<file path="config.mk">
export PLATFORM = sky130hd
export DESIGN_NAME = dmem_arbiter
export DESIGN_NICKNAME = d
export VERILOG_FILES = /design/src/rtl/dmem_arbiter_pkg.sv /design/src/rtl/dmem_arbiter_pick2.sv /design/src/rtl/dmem_arbiter.sv
export SDC_FILE = /design/constraint.sdc
export NUM_CORES = 1
export LEC_CHECK = 0
export ABC_AREA = 0
export CAP_MARGIN = 20
export CORE_ASPECT_RATIO = 1.5
export CORE_MARGIN = 1.5
export CORE_UTILIZATION = 32
export DETAILED_ROUTE_END_ITERATION = 8
export PLACE_DENSITY_LB_ADDON = 0.08
export SETUP_SLACK_MARGIN = 0.15
export SLEW_MARGIN = 20
export SYNTH_ARGS = -nofsm -noshare
export SYNTH_HDL_FRONTEND = slang
export SYNTH_SLANG_ARGS = --single-unit
</file>
<file path="constraint.sdc">
create_clock -name clk_i -period 1.6 [get_ports clk_i]
set_clock_uncertainty 0.1 [all_clocks]
set_input_delay 0.16 -clock clk_i [delete_from_list [all_inputs] [get_ports clk_i]]
set_output_delay 0.16 -clock clk_i [all_outputs]
set_load 0.03 [all_outputs]
</file>
<file path="src/rtl/dmem_arbiter_pkg.sv">
// Shared types and helpers for the data-memory arbiter.
package dmem_arbiter_pkg;

  typedef logic [31:0] word32_t;

  typedef enum logic {
    ARB_IDLE = 1'b0,
    ARB_BUSY = 1'b1
  } arb_state_t;

  typedef struct packed {
    logic    read;
    logic    write;
    word32_t addr;
    word32_t data;
  } mem_req_t;

  localparam int NUM_PORTS = 2;

  // A port is asking for service when either strobe is up.
  function automatic logic req_active(input mem_req_t r);
    return r.read | r.write;
  endfunction

  // Read and write together is a requester bug; resolve it as a plain write.
  function automatic mem_req_t req_normalize(input mem_req_t r);
    mem_req_t n;
    n       = r;
    n.read  = r.read & ~r.write;
    return n;
  endfunction

endpackage

</file>
<file path="src/rtl/dmem_arbiter_pick2.sv">
// Combinational two-way picker: round-robin or fixed priority with a
// force input that hands a tie to port 1.
module arb_pick2 #(
  parameter bit FIXED_PRIO = 1'b0
) (
  input  logic [1:0] req,
  input  logic       rr_ptr,    // preferred port on a tie in round-robin mode
  input  logic       force_p1,  // fixed mode: port 1 takes the next tie
  output logic       valid,
  output logic       winner
);

  // Resolve the winner from the request vector; ties use the mode's rule.
  always_comb begin
    valid  = 1'b0;
    winner = 1'b0;
    case (req)
      2'b01: begin
        valid  = 1'b1;
        winner = 1'b0;
      end
      2'b10: begin
        valid  = 1'b1;
        winner = 1'b1;
      end
      2'b11: begin
        valid  = 1'b1;
        winner = FIXED_PRIO ? force_p1 : rr_ptr;
      end
      default: begin
        valid  = 1'b0;
        winner = 1'b0;
      end
    endcase
  end

endmodule

</file>
<file path="src/rtl/dmem_arbiter.sv">
// Two-port arbiter in front of one unified data-memory port. One transaction
// at a time: the winner's op/address/data are latched and held on the memory
// port until mem_done_i, then the arbiter returns to IDLE for one cycle.
module dmem_arbiter
  import dmem_arbiter_pkg::*;
#(
  parameter bit          FIXED_PRIO = 1'b0,
  parameter int unsigned MAX_WAIT   = 4
) (
  input  logic              clk_i,
  input  logic              reset_i,
  input  logic [1:0]        req_read_i,
  input  logic [1:0]        req_write_i,
  input  word32_t [1:0]     req_addr_i,
  input  word32_t [1:0]     req_data_i,
  output word32_t           rd_data_o,
  output logic [1:0]        done_o,
  input  word32_t           mem_rd_data_i,
  input  logic              mem_done_i,
  output logic              mem_read_o,
  output logic              mem_write_o,
  output word32_t           mem_addr_o,
  output word32_t           mem_data_o
);

  localparam logic [3:0] WAIT_LIMIT = 4'(MAX_WAIT);

  arb_state_t           state_r;
  arb_state_t           state_nx_s;
  mem_req_t             cur_r;
  logic                 grant_r;
  logic                 rr_ptr_r;
  logic [3:0]           wait_cnt_r;

  mem_req_t             port_req_s [NUM_PORTS];
  logic [NUM_PORTS-1:0] req_vec_s;
  logic                 pick_valid_s;
  logic                 pick_winner_s;
  logic                 force_p1_s;
  logic                 grant_s;
  logic                 done_fire_s;

  // Pack each port's raw inputs into request structs.
  always_comb begin
    for (int p = 0; p < NUM_PORTS; p++) begin
      port_req_s[p] = '{read: req_read_i[p], write: req_write_i[p],
                        addr: req_addr_i[p], data: req_data_i[p]};
      req_vec_s[p]  = req_active(port_req_s[p]);
    end
  end

  assign force_p1_s  = (wait_cnt_r == WAIT_LIMIT);
  assign grant_s     = (state_r == ARB_IDLE) & pick_valid_s;
  // Reset in the completion cycle abandons the access, so no done is issued.
  assign done_fire_s = (state_r == ARB_BUSY) & mem_done_i & ~reset_i;

  arb_pick2 #(
    .FIXED_PRIO(FIXED_PRIO)
  ) u_pick (
    .req      (req_vec_s),
    .rr_ptr   (rr_ptr_r),
    .force_p1 (force_p1_s),
    .valid    (pick_valid_s),
    .winner   (pick_winner_s)
  );

  // Next-state logic: IDLE waits for a request, BUSY waits for memory.
  always_comb begin
    state_nx_s = state_r;
    case (state_r)
      ARB_IDLE: begin
        if (pick_valid_s) state_nx_s = ARB_BUSY;
        else              state_nx_s = ARB_IDLE;
      end
      ARB_BUSY: begin
        if (mem_done_i) state_nx_s = ARB_IDLE;
        else            state_nx_s = ARB_BUSY;
      end
      default: state_nx_s = ARB_IDLE;
    endcase
  end

  // State, latched transaction and fairness bookkeeping.
  always_ff @(posedge clk_i) begin
    if (reset_i) begin
      state_r    <= ARB_IDLE;
      cur_r      <= '0;
      grant_r    <= 1'b0;
      rr_ptr_r   <= 1'b0;
      wait_cnt_r <= 4'd0;
    end else begin
      state_r <= state_nx_s;
      if (grant_s) begin
        grant_r  <= pick_winner_s;
        cur_r    <= req_normalize(port_req_s[pick_winner_s]);
        rr_ptr_r <= ~pick_winner_s;
        if (pick_winner_s) begin
          wait_cnt_r <= 4'd0;
        end else if (req_vec_s[1] && (wait_cnt_r != 4'hF)) begin
          wait_cnt_r <= wait_cnt_r + 4'd1;
        end else begin
          wait_cnt_r <= wait_cnt_r;
        end
      end else if (done_fire_s) begin
        // Drop the strobes (and stale address/data) for the idle gap.
        cur_r <= '0;
      end else begin
        cur_r <= cur_r;
      end
    end
  end

  assign mem_read_o  = cur_r.read;
  assign mem_write_o = cur_r.write;
  assign mem_addr_o  = cur_r.addr;
  assign mem_data_o  = cur_r.data;

  // Completion pulse and load data; both zero outside the done cycle so the
  // read-data bus can be OR-combined downstream.
  always_comb begin
    done_o    = 2'b00;
    rd_data_o = 32'h0000_0000;
    if (done_fire_s) begin
      done_o[grant_r] = 1'b1;
      rd_data_o       = mem_rd_data_i;
    end else begin
      done_o    = 2'b00;
      rd_data_o = 32'h0000_0000;
    end
  end

endmodule
</file>
## Yosys cells after proc, flatten, opt, wreduce, memory -nomap -nowiden

Index checks and enable logic that the tools add are counted.

| cells by class | value |
|---|---|
| $lt $le $gt $ge | 3 |
| equality and inequality tests | 3 |
| multiplexer cells | 14 |
| bitwise gates (word level) | 11 |
| reductions and logical operators | 3 |

Operators with widths:

| kind | count |
|---|---|
| 66-bit two-way mux | 5 |
| 32-bit two-way mux | 1 |
| 1-bit bitwise AND | 4 |
| 2-bit == test, second input constant | 2 |
| 1-bit two-way mux | 4 |
| 1-bit inverter | 4 |
| 1-bit one-hot mux with 2 select lines | 2 |
| 3-bit OR reduction | 1 |
| 2-bit by 1-bit == test with 1-bit output, second input constant | 1 |
| 2-bit >= comparator, second input constant | 1 |
| 1-bit by 2-bit less-than comparator with 1-bit output, second input constant | 1 |
| 2-bit two-way mux | 1 |
| 1-bit inverter with 2-bit output | 1 |
| 1-bit OR | 2 |
| 2-bit nonzero test | 1 |
| 1-bit demux with 1-bit select | 1 |
| 1-bit >= comparator, second input constant | 1 |
| 1-bit logical AND | 1 |

| storage, ports and cells | value |
|---|---|
| register bits after elaboration | 69 |
| bits of input ports | 167 |
| output and inout port bits | 100 |

## Longest topological paths before layout

Gate-level depths: netlist (run 1).

| logic depth | value |
|---|---|
| depth in word-level cells | 10 |
| mapped depth | 6 |
| depth with buffers taken out | 3 |

## Modules after synthesis

Synthesis (run 1) repeated with hierarchy kept, for this count alone.

| unflattened totals | value |
|---|---|
| cell total of the unflattened synthesis | 454 |
| area, all modules | 3,813.7 um2 |

By module, submodules not included:

| module | times used | cells an instance | area an instance (um2) | seq. area each (um2) |
|---|---|---|---|---|
| dmem_arbiter | 1 | 451 | 3,796.1 | 1,461.4 |
| arb_pick2 | 1 | 3 | 17.5 | 0.0 |

## Least setup slack after synthesis (run 1)

Ideal clock, no wire load.

| timing | value |
|---|---|
| path kind | input to output |
| start | input reset_i |
| end | output rd_data_o[10] |
| arrival | 1.450 ns |
| required time | 1.340 ns |
| path slack | -0.110 ns |
| stages on the path | 6 |
| buffers on the path | 4 |
| path through | clkbuf_1 -> and3b_1 -> buf_2 -> clkbuf_1 -> clkbuf_1 -> and2_1 |

| between the ends | value |
|---|---|
| word-level cells in the longest chain between the ends | 3 |

RTL lines:

| what | RTL line | source |
|---|---|---|
| from (decl) | dmem_arbiter.sv:11 | `input logic reset_i,` |
| 1-bit inverter | dmem_arbiter.sv:55 | `assign done_fire_s = (state_r == ARB_BUSY) & mem_done_i & ~reset_i;` |
| 1-bit bitwise AND | dmem_arbiter.sv:55 |  |
| 32-bit two-way mux | dmem_arbiter.sv:123 | `if (done_fire_s) begin` |
| to (decl) | dmem_arbiter.sv:16 | `output word32_t rd_data_o,` |

Every way passes these cells.

## Final worst setup path (run 1)

| timing | value |
|---|---|
| start | register state_r |
| end | output rd_data_o[16] |

| between the ends | value |
|---|---|
| word-level cells in the longest chain between the ends | 3 |

RTL lines:

| what | RTL line | source |
|---|---|---|
| from (decl) | dmem_arbiter.sv:28 | `arb_state_t state_r;` |
| from (signal assigned) | dmem_arbiter.sv:92 | `state_r <= state_nx_s;` |
| 1-bit bitwise AND (2 in series) | dmem_arbiter.sv:55 |  |
| 32-bit two-way mux | dmem_arbiter.sv:123 |  |

Every way passes these cells.

==> flow_summary.json, run 1 <==
{
  "num_vias": 5447,
  "period_needed_ns": 1.74,
  "run_status": "complete, but fails checks",
  "leakage_nw": 3.57,
  "place_congestion": 0.926,
  "rsz0062_at_grt": "yes",
  "cpMostUsedCell": "buf_12",
  "area_growth_pct": 144,
  "crit_arrival_ns": 1.48,
  "route.detailed.drc": 0,
  "design.die.area_um2": 12500,
  "synthesis.nets": 621,
  "fillers": 710,
  "cp.required_ns": 1.34,
  "drtAntennaViolNets": 0,
  "clkSinkCount": 69,
  "drv_cap": 0,
  "timing.final.max_slew_violations": 0,
  "pwr_density_cell_nw_per_um2": 748,
  "cp_slowest_stage_delay_ns": 0.34,
  "synth_compound_area_share_pct": 30.9,
  "path_class": "flip-flop to output pin",
  "ys_seq_elements": 69,
  "cts_max_level": 3,
  "timing.slew.headroom_pct": 47.7,
  "synth_top_area_cell": "dfxtp_1",
  "seq_area_frac_synth_pct": 36.4,
  "io_buffers": 266,
  "clockBufferDepth": 2,
  "grt_pass1_vias": 5440,
  "initialDrtViolationCount": 309,
  "yosys.area.top_type_share_pct": 36.4,
  "synthMuxAreaShare_pct": 0,
  "hp-class": "input port to flip-flop",
  "dr.pass1.iters": 4,
  "vdd.ir_drop.worst_mv": 0.599,
  "hold_viol_final": 0,
  "grt_max_degree": 56,
  "violations": "negative setup slack",
  "fmax_mhz": 575,
  "synth_cells": 454,
  "antenna_found_initial": 0,
  "syn-cell-area_um2": 3800,
  "initial_core_util_pct": 32.9,
  "drt-total-wl_mm": 21.5,
  "netlist_top_cells_area": "dfxtp_1, nand3_1, a311oi_1",
  "worst_slack_ns": -0.138,
  "synth_top_family_by_area": "compound AO/OA/AOI/OAI gates",
  "fin_crit_sh_pct": 109,
  "drive_gt1_share_pct": 43.2,
  "yosysWarnings": 0,
  "hpwl_mm": 11.9,
  "ios": 267,
  "gr-total-overflow": 0,
  "synth_cell_type_count": 27,
  "crit_fanout": 9,
  "async_reset_ff_share_pct": 0,
  "synth_ff_type": "dfxtp_1",
  "grt_usage_pct": 30.9,
  "setup.worst_path.end_class": "output pin",
  "yosys.area_share.xor_xnor_pct": 0,
  "crit_chain": "and3b_4 -> buf_6 -> buf_12 -> and2_4 -> buf_12",
  "fp.coreArea_um2": 11500,
  "synthAdderAreaFrac_pct": 0,
  "cts-root-buf": "clkbuf_16",
  "drt-vias-per-instance": 5.97,
  "rows": 48,
  "cts_tree": "done",
  "startpoint_type": "flip-flop",
  "die_w_um": 91.9,
  "critPathSlowestCell": "dfxtp_4",
  "worstMarginPinSlew_ns": 0.785,
  "die_y_um": 136,
  "setup_violations": 72,
  "grt_pass1_wl_mm": 30.1,
  "synthSimpleGateAreaFrac_pct": 24.3,
  "numCtsBuffers": 9,
  "worst_skew_pair.late_latency_ns": 0.34,
  "totalNegativeSetupSlack_ns": -4.93,
  "dp_cells": 839,
  "fin_cells": 912,
  "cts.clk_slew.worst_paths_ns": 0.05,
  "synth_area_per_cell_um2": 8.36,
  "synth_edf_count": 0,
  "fin_nets": 923,
  "route.detailed.wl_per_inst_um": 23.6
}
path summary, 6_finish.rpt:
| check | end | start | slack [ns] | cells past startpoint |
|---|---|---|---|---|
| setup / recovery | rd_data_o[16] | state_r | -0.14 | 5 |
| hold / removal | grant_r | reset_i | 0.21 | 3 |
| setup reg to reg | mem_addr_o[3] | state_r | -0.12 | 8 |
| hold reg to reg | state_r | state_r | 0.45 | 2 |
flip-flops by register name, indices dropped and copies added, names as in the netlist:
register,count
mem_addr_o,32
rr_ptr_r,1
mem_data_o,32
mem_write_o,1
grant_r,1
mem_read_o,1
state_r,1
final cells by class:
| cell class | instances | area, um2 | area share [%] |
|---|---|---|---|
| antenna | 1 | 2.50 | 0.0270 |
| clock buffer | 15 | 268 | 2.89 |
| clock inverter | 1 | 5.00 | 0.0539 |
| inverter | 1 | 5.00 | 0.0539 |
| multi-input combinational | 315 | 3110 | 33.5 |
| sequential | 69 | 1390 | 14.9 |
| tap | 150 | 188 | 2.02 |
| timing repair buffer | 360 | 4320 | 46.5 |
cell usage after synthesis, types with 2 or more instances:
library cell,number
nor2_1,4
buf_6,4
buf_2,22
clkbuf_1,38
and2_1,33
buf_1,5
o21ai_0,2
a311oi_1,64
nand3_1,129
a21oi_1,2
o21ba_2,2
a211oi_2,7
a211oi_1,60
dfxtp_1,69
kinds of logic after synthesis:
family | after synthesis
flip-flops | 69
AND/OR/NAND/NOR | 173
buffers and inverters | 70
AO/OA/AOI/OAI | 142
what timing repair did:
item,CTS,global route
hold buffers,0,0
resized for setup,142,117
pin swaps,71,99
gates cloned,20,4
setup buffers,28,4
setup endpoints to repair,167,101
through the flow:
stage	instance area [um2]	hold slack [ns]	power, mW	worst slack [ns]	util [%]
after CTS	8530	0.155	6.57	-0.125	73.9
final	9280	0.209	6.94	-0.138	80.5
after detailed placement	7160	0.421	4.33	-0.410	62.1
after global placement	7160	0.411	4.30	-0.399	62.1
after floorplan	4220	0.159	3.22	0.0787	-
after global routing	9280	0.218	7.15	-0.176	80.4
worst max-delay path: cells and delay by family (launching register included):
| family | cells | cell delay [ns] |
|---|---|---|
| and+or+nand+nor | 2 | 0.41 |
| buffers and inverters | 3 | 0.38 |
| DFF | 1 | 0.34 |
where the power goes:
part           internal, mW  switching, mW
clock                  1.13          0.744
combinational          1.52           1.50
sequential             1.90          0.130
cells in the final DEF, fill, tap and decap left out, types with 2 or more instances in the layout:
cell type / synthesis / routed
o21ai_4: 0 / 2
nand3_2: 0 / 37
dfxtp_1: 69 / 68
a211oi_1: 60 / 11
clkdlybuf4s50_1: 0 / 161
nand3_4: 0 / 15
buf_6: 4 / 41
a311oi_2: 0 / 35
nor2_1: 4 / 3
and2_4: 0 / 32
buf_8: 0 / 2
a211oi_2: 7 / 55
buf_16: 0 / 20
buf_4: 0 / 22
nand3_1: 129 / 77
clkbuf_8: 0 / 2
buf_12: 0 / 39
dlygate4sd2_1: 0 / 70
a21oi_4: 0 / 2
clkbuf_16: 0 / 13
o21ba_4: 0 / 2
clkinv_2: 0 / 2
a311oi_1: 64 / 29
clkbuf_1: 38 / 4
metal layers:
| metal | global-route usage [%] | vias to the layer above | share of wire (%) |
|---|---|---|---|
| li1 | - | 2406 | - |
| met3 | 4.98 | 71 | 6.0 |
| met5 | 0 | - | 0 |
| met4 | 14.2 | 0 | 3.9 |
| met2 | 53.9 | 291 | 52 |
| met1 | 37.0 | 2679 | 38 |
No activity file was read; power rests on OpenSTA's default activity.
==> inputs of run 2 (changes only) <==
--- a/config.mk
+++ b/config.mk
@@ -8,9 +8,9 @@
 export ABC_AREA = 0
 export CAP_MARGIN = 20
 export CORE_ASPECT_RATIO = 1.5
-export CORE_MARGIN = 1.5
 export CORE_UTILIZATION = 32
 export DETAILED_ROUTE_END_ITERATION = 8
+export HOLD_SLACK_MARGIN = 0.12
 export PLACE_DENSITY_LB_ADDON = 0.08
 export SETUP_SLACK_MARGIN = 0.15
 export SLEW_MARGIN = 20
==> flow_summary.json, run 2 (synthesized netlist as in run 1, its figures left out) <==
{
  "reg2reg_to": "mem_data_o[19]",
  "cts_tree": "done",
  "setup_violations": 98,
  "drtAntennaViolNets": 0,
  "layout_common_cells": "clkdlybuf4s50_1, nand3_1, dlygate4sd2_1",
  "violations": "negative setup slack",
  "drv_cap": 0,
  "drt-vias-per-instance": 5.90,
  "timing.final.max_slew_violations": 0,
  "final_core_util_pct": 76.0,
  "seq_area_um2": 1390,
  "worstMarginPinSlew_ns": 0.718,
  "reg2reg_slack_ns": -0.20,
  "dr.pass1.iters": 5,
  "fin_total_pwr_mw": 6.70,
  "pwr_density_cell_nw_per_um2": 764,
  "rows": 48,
  "worst_skew_pair.late_latency_ns": 0.33,
  "route.detailed.wl_per_inst_um": 22.9,
  "whs_path_depth": 3,
  "holdCritStartpoint": "reset_i",
  "multi_input_area_um2": 2920,
  "vdd.ir_drop.worst_mv": 0.663,
  "crit_fanout": 8,
  "initialDrtViolationCount": 311,
  "grt_pass1_vias": 5207,
  "whs_endpoint": "grant_r",
  "design.die.area_um2": 12300,
  "place_congestion": 0.908,
  "hp-class": "input port to flip-flop",
  "fin_nets": 902,
  "initial_core_util_pct": 32.9,
  "fmax_mhz": 557,
  "io_buffers": 266,
  "run_status": "complete, but fails checks",
  "drive_gt1_share_pct": 39.8,
  "die_w_um": 90.9,
  "cts.clk_slew.worst_paths_ns": 0.05,
  "r2r-start": "state_r",
  "cp.required_ns": 1.74,
  "gr-total-overflow": 0,
  "antenna_found_initial": 0,
  "numCtsBuffers": 9,
  "startpoint_type": "flip-flop",
  "grt_usage_pct": 29.6,
  "dp_cells": 833,
  "fin_crit_sh_pct": 112,
  "ios": 267,
  "die_y_um": 135,
  "area_growth_pct": 131,
  "worst_slack_ns": -0.196,
  "fp.coreArea_um2": 11500,
  "route.detailed.drc": 0,
  "clockBufferDepth": 2,
  "grt_pass1_wl_mm": 28.6,
  "fin_cells": 889,
  "leakage_nw": 3.42,
  "grt_max_degree": 56,
  "drt-total-wl_mm": 20.3,
  "antenna_cells": 0,
  "timing.slew.headroom_pct": 52.1,
  "path_class": "flip-flop to flip-flop",
  "hold_viol_final": 0,
  "fillers": 803,
  "num_vias": 5241,
  "period_needed_ns": 1.80,
  "final_common_cell": "clkdlybuf4s50_1",
  "hpwl_mm": 11.4,
  "clkSinkCount": 69,
  "rsz0062_at_grt": "yes",
  "cts-root-buf": "clkbuf_16",
  "cts_max_level": 3,
  "crit_arrival_ns": 1.93,
  "reg2reg_depth": 7,
  "setup.worst_path.end_class": "flip-flop"
}
==> run 2: cell count changes in the layout (fill, tap and decap cells not counted), sizes merged <==
cell           previous run  this run
diode                     1         0
clkinv                    2         6
clkbuf                   19        15
dlygate4sd2              70        71
bufinv                    0         1
clkdlybuf4s50           161       160
buf                     125        99
bufbuf                    0         2
dlygate4sd3               0         1
==> run 2: worst max-delay path: stages, from the launching register on <==
cell       delay (ns)
dfxtp_4          0.35
buf_6            0.12
buf_6            0.12
o21ba_4          0.29
buf_6            0.16
clkbuf_16        0.16
nand3_1          0.10
a311oi_1         0.29
==> run 2: final cells by class <==
cell class | count | area share [%]
Clock buffer | 9 | 2.57
Inverter | 1 | 0.186
Tap cell | 150 | 2.14
Clock inverter | 6 | 0.628
Multi-Input combinational cell | 315 | 33.3
Timing Repair Buffer | 339 | 45.4
Sequential cell | 69 | 15.8
==> run 2: power by group <==
part	switching, mW	internal [mW]	leakage [nW]	total, mW
clock	0.746	1.18	0.145	1.93
combinational	1.38	1.36	2.70	2.74
sequential	0.131	1.90	0.572	2.03
total	2.26	4.44	3.42	6.70
==> run 2: per-layer routing <==
metal	share of wire (%)	global-route usage, %
met5	0	0
met4	3.3	13.7
met3	6.8	6.17
met2	51	49.8
met1	39	36.2
==> run 2: how the worst max path moves through the flow <==
stage	cells past startpoint	end	slack (ns)	startpoint
floorplan	6	mem_data_o[14]	0.08	req_read_i[0]
global placement	5	mem_data_o[1]	-0.38	req_write_i[0]
detailed placement	5	mem_addr_o[9]	-0.44	req_read_i[0]
CTS	5	rd_data_o[4]	-0.11	state_r
global route	7	mem_data_o[19]	-0.24	state_r
finish	7	mem_data_o[19]	-0.20	state_r
==> run 2: through the flow <==
step / TNS [ns] / hold WS, ns / cell area (um2) / setup slack, ns
6_report: -9.53 / 0.219 / 8770 / -0.196
5_1_grt: -13.15 / 0.227 / 8770 / -0.239
4_1_cts: -7.46 / 0.177 / 8120 / -0.111
3_5_place_dp: -27.22 / 0.416 / 7100 / -0.437
3_3_place_gp: -24.30 / 0.410 / 7100 / -0.375
2_1_floorplan: 0 / 0.159 / 4220 / 0.0787
==> run 2: timing repair <==
action,in CTS,in global routing
hold endpoints to repair,1,0
resized for setup,131,88
setup buffers,16,2
setup endpoints to repair,167,101
pin swaps,36,76
cloned,15,7
hold buffers,1,0
==> inputs of run 3 (changes only) <==
--- a/config.mk
+++ b/config.mk
@@ -7,10 +7,11 @@
 export LEC_CHECK = 0
 export ABC_AREA = 0
 export CAP_MARGIN = 20
-export CORE_ASPECT_RATIO = 1.5
-export CORE_UTILIZATION = 32
+export CORE_AREA = 2 2 103 105
 export DETAILED_ROUTE_END_ITERATION = 8
+export DIE_AREA = 0 0 105 107
 export HOLD_SLACK_MARGIN = 0.12
+export MAX_ROUTING_LAYER = met4
 export PLACE_DENSITY_LB_ADDON = 0.08
 export SETUP_SLACK_MARGIN = 0.15
 export SLEW_MARGIN = 20
==> constraint.sdc (replaced) <==
create_clock -name clk_i -period 2.1 [get_ports clk_i]
set_clock_uncertainty 0.1 [all_clocks]
set_input_delay 0.21 -clock clk_i [delete_from_list [all_inputs] [get_ports clk_i]]
set_output_delay 0.21 -clock clk_i [all_outputs]
set_load 0.03 [all_outputs]
==> flow_summary.json, run 3 (synthesized netlist as in run 1, its figures left out) <==
{
  "run_status": "finished, final reports clean",
  "drt-total-wl_mm": 16.1,
  "cts.clk_slew.worst_paths_ns": 0.08,
  "clockBufferDepth": 2,
  "route.detailed.wl_per_inst_um": 19.5,
  "hpwl_mm": 11.0,
  "drive_gt1_share_pct": 13.0,
  "drv_cap": 0,
  "grt_max_degree": 70,
  "initial_core_util_pct": 37.6,
  "cts-root-buf": "clkbuf_8",
  "period_needed_ns": 1.88,
  "io_buffers": 266,
  "area_growth_pct": 79.3,
  "ios": 267,
  "layout_common_cells": "clkdlybuf4s50_1, nand3_1, dfxtp_1",
  "fp.coreArea_um2": 10100,
  "grt_usage_pct": 28.3,
  "rows": 37,
  "grt_pass1_vias": 4769,
  "cp.required_ns": 1.79,
  "numCtsBuffers": 9,
  "pwr_density_cell_nw_per_um2": 602,
  "fmax_mhz": 531,
  "die_w_um": 105,
  "fin_nets": 855,
  "drtAntennaViolNets": 0,
  "cts_tree": "done",
  "fin_crit_sh_pct": 89.6,
  "grt_use_met3_pct": 5.47,
  "antenna_found_initial": 0,
  "place_congestion": 0.822,
  "grt_pass1_wl_mm": 25.0,
  "rsz0062_at_grt": "yes",
  "leakage_nw": 2.41,
  "final_common_cell": "clkdlybuf4s50_1",
  "vdd.ir_drop.worst_mv": 0.298,
  "placed_cell_area_um2": 6640,
  "initialDrtViolationCount": 312,
  "timing.slew.headroom_pct": 49.1,
  "crit_arrival_ns": 1.57,
  "hp-class": "input port to flip-flop",
  "cts_max_level": 3,
  "startpoint_type": "flip-flop",
  "timing.final.max_slew_violations": 0,
  "postCtsHoldBufs": 0,
  "met2_usage_pct": 45.0,
  "fin_total_pwr_mw": 4.10,
  "hold_viol_final": 0,
  "antenna_cells": 0,
  "gr-total-overflow": 0,
  "num_vias": 4829,
  "worst_skew_pair.late_latency_ns": 0.33,
  "busiest_layer": "met2",
  "setup.worst_path.end_class": "output pin",
  "crit_fanout": 56,
  "fin_area_um2": 6810,
  "post_cts_resized": 0,
  "die_y_um": 107,
  "clkSinkCount": 69,
  "route.detailed.drc": 0,
  "path_class": "flip-flop to output pin",
  "setup_violations": 0,
  "design.die.area_um2": 11200,
  "dr.pass1.iters": 5,
  "totalNegativeSetupSlack_ns": 0,
  "worstMarginPinSlew_ns": 0.763,
  "grt_use_met1_pct": 36.5,
  "drt-vias-per-instance": 5.83
}
==> run 3: critical path: stages (launching register included) <==
cell,delay [ns]
dfxtp_1,0.38
and3b_2,0.26
buf_12,0.23
and2_1,0.19
buf_4,0.17
==> run 3: final cells by class <==
cell class | count | area [um2]
Multi-Input combinational cell | 315 | 2130
Fill cell | 881 | 3280
Inverter | 1 | 3.75
Sequential cell | 69 | 1380
Tap cell | 136 | 170
Timing Repair Buffer | 292 | 2960
Clock buffer | 11 | 141
Clock inverter | 4 | 25.0
==> run 3: metal layers <==
layer  share of wire (%)  vias to the layer above
li1                    -                     2251
met1                  43                     2299
met2                  48                      256
met3                 8.0                       23
met4                 1.8                        0
met5                   0                        -
==> run 3: where the power goes <==
part           total [mW]  switching [mW]  internal (mW)  leakage (nW)
combinational        1.63           0.840          0.789          1.76
clock               0.946           0.495          0.451        0.0812
sequential           1.53          0.0810           1.44         0.572
==> run 3: worst paths after layout <==
kind                                     start              to  slack, ns  cells after the start
worst min-delay path            req_data_i[16]  mem_data_o[16]       0.36                      3
worst max-delay path                   state_r   rd_data_o[23]       0.22                      4
worst min register to register         state_r         state_r       0.43                      2
worst max register to register         state_r  mem_addr_o[17]       0.42                      4
==> run 3: what timing repair did <==
action,4_1_cts,5_1_grt
buffers inserted,0,0
endpoints found under the hold margin,0,0
setup endpoints to repair,0,10
==> run 3: metrics by stage <==
stage,hold WS (ns),setup slack (ns),util [%],cells
4_1_cts,0.346,0.197,67.5,828
2_1_floorplan,0.209,0.290,-,454
3_3_place_gp,0.411,0.0928,65.8,813
5_1_grt,0.348,0.125,67.5,828
6_report,0.363,0.218,67.5,828
3_5_place_dp,0.421,0.0307,65.8,813
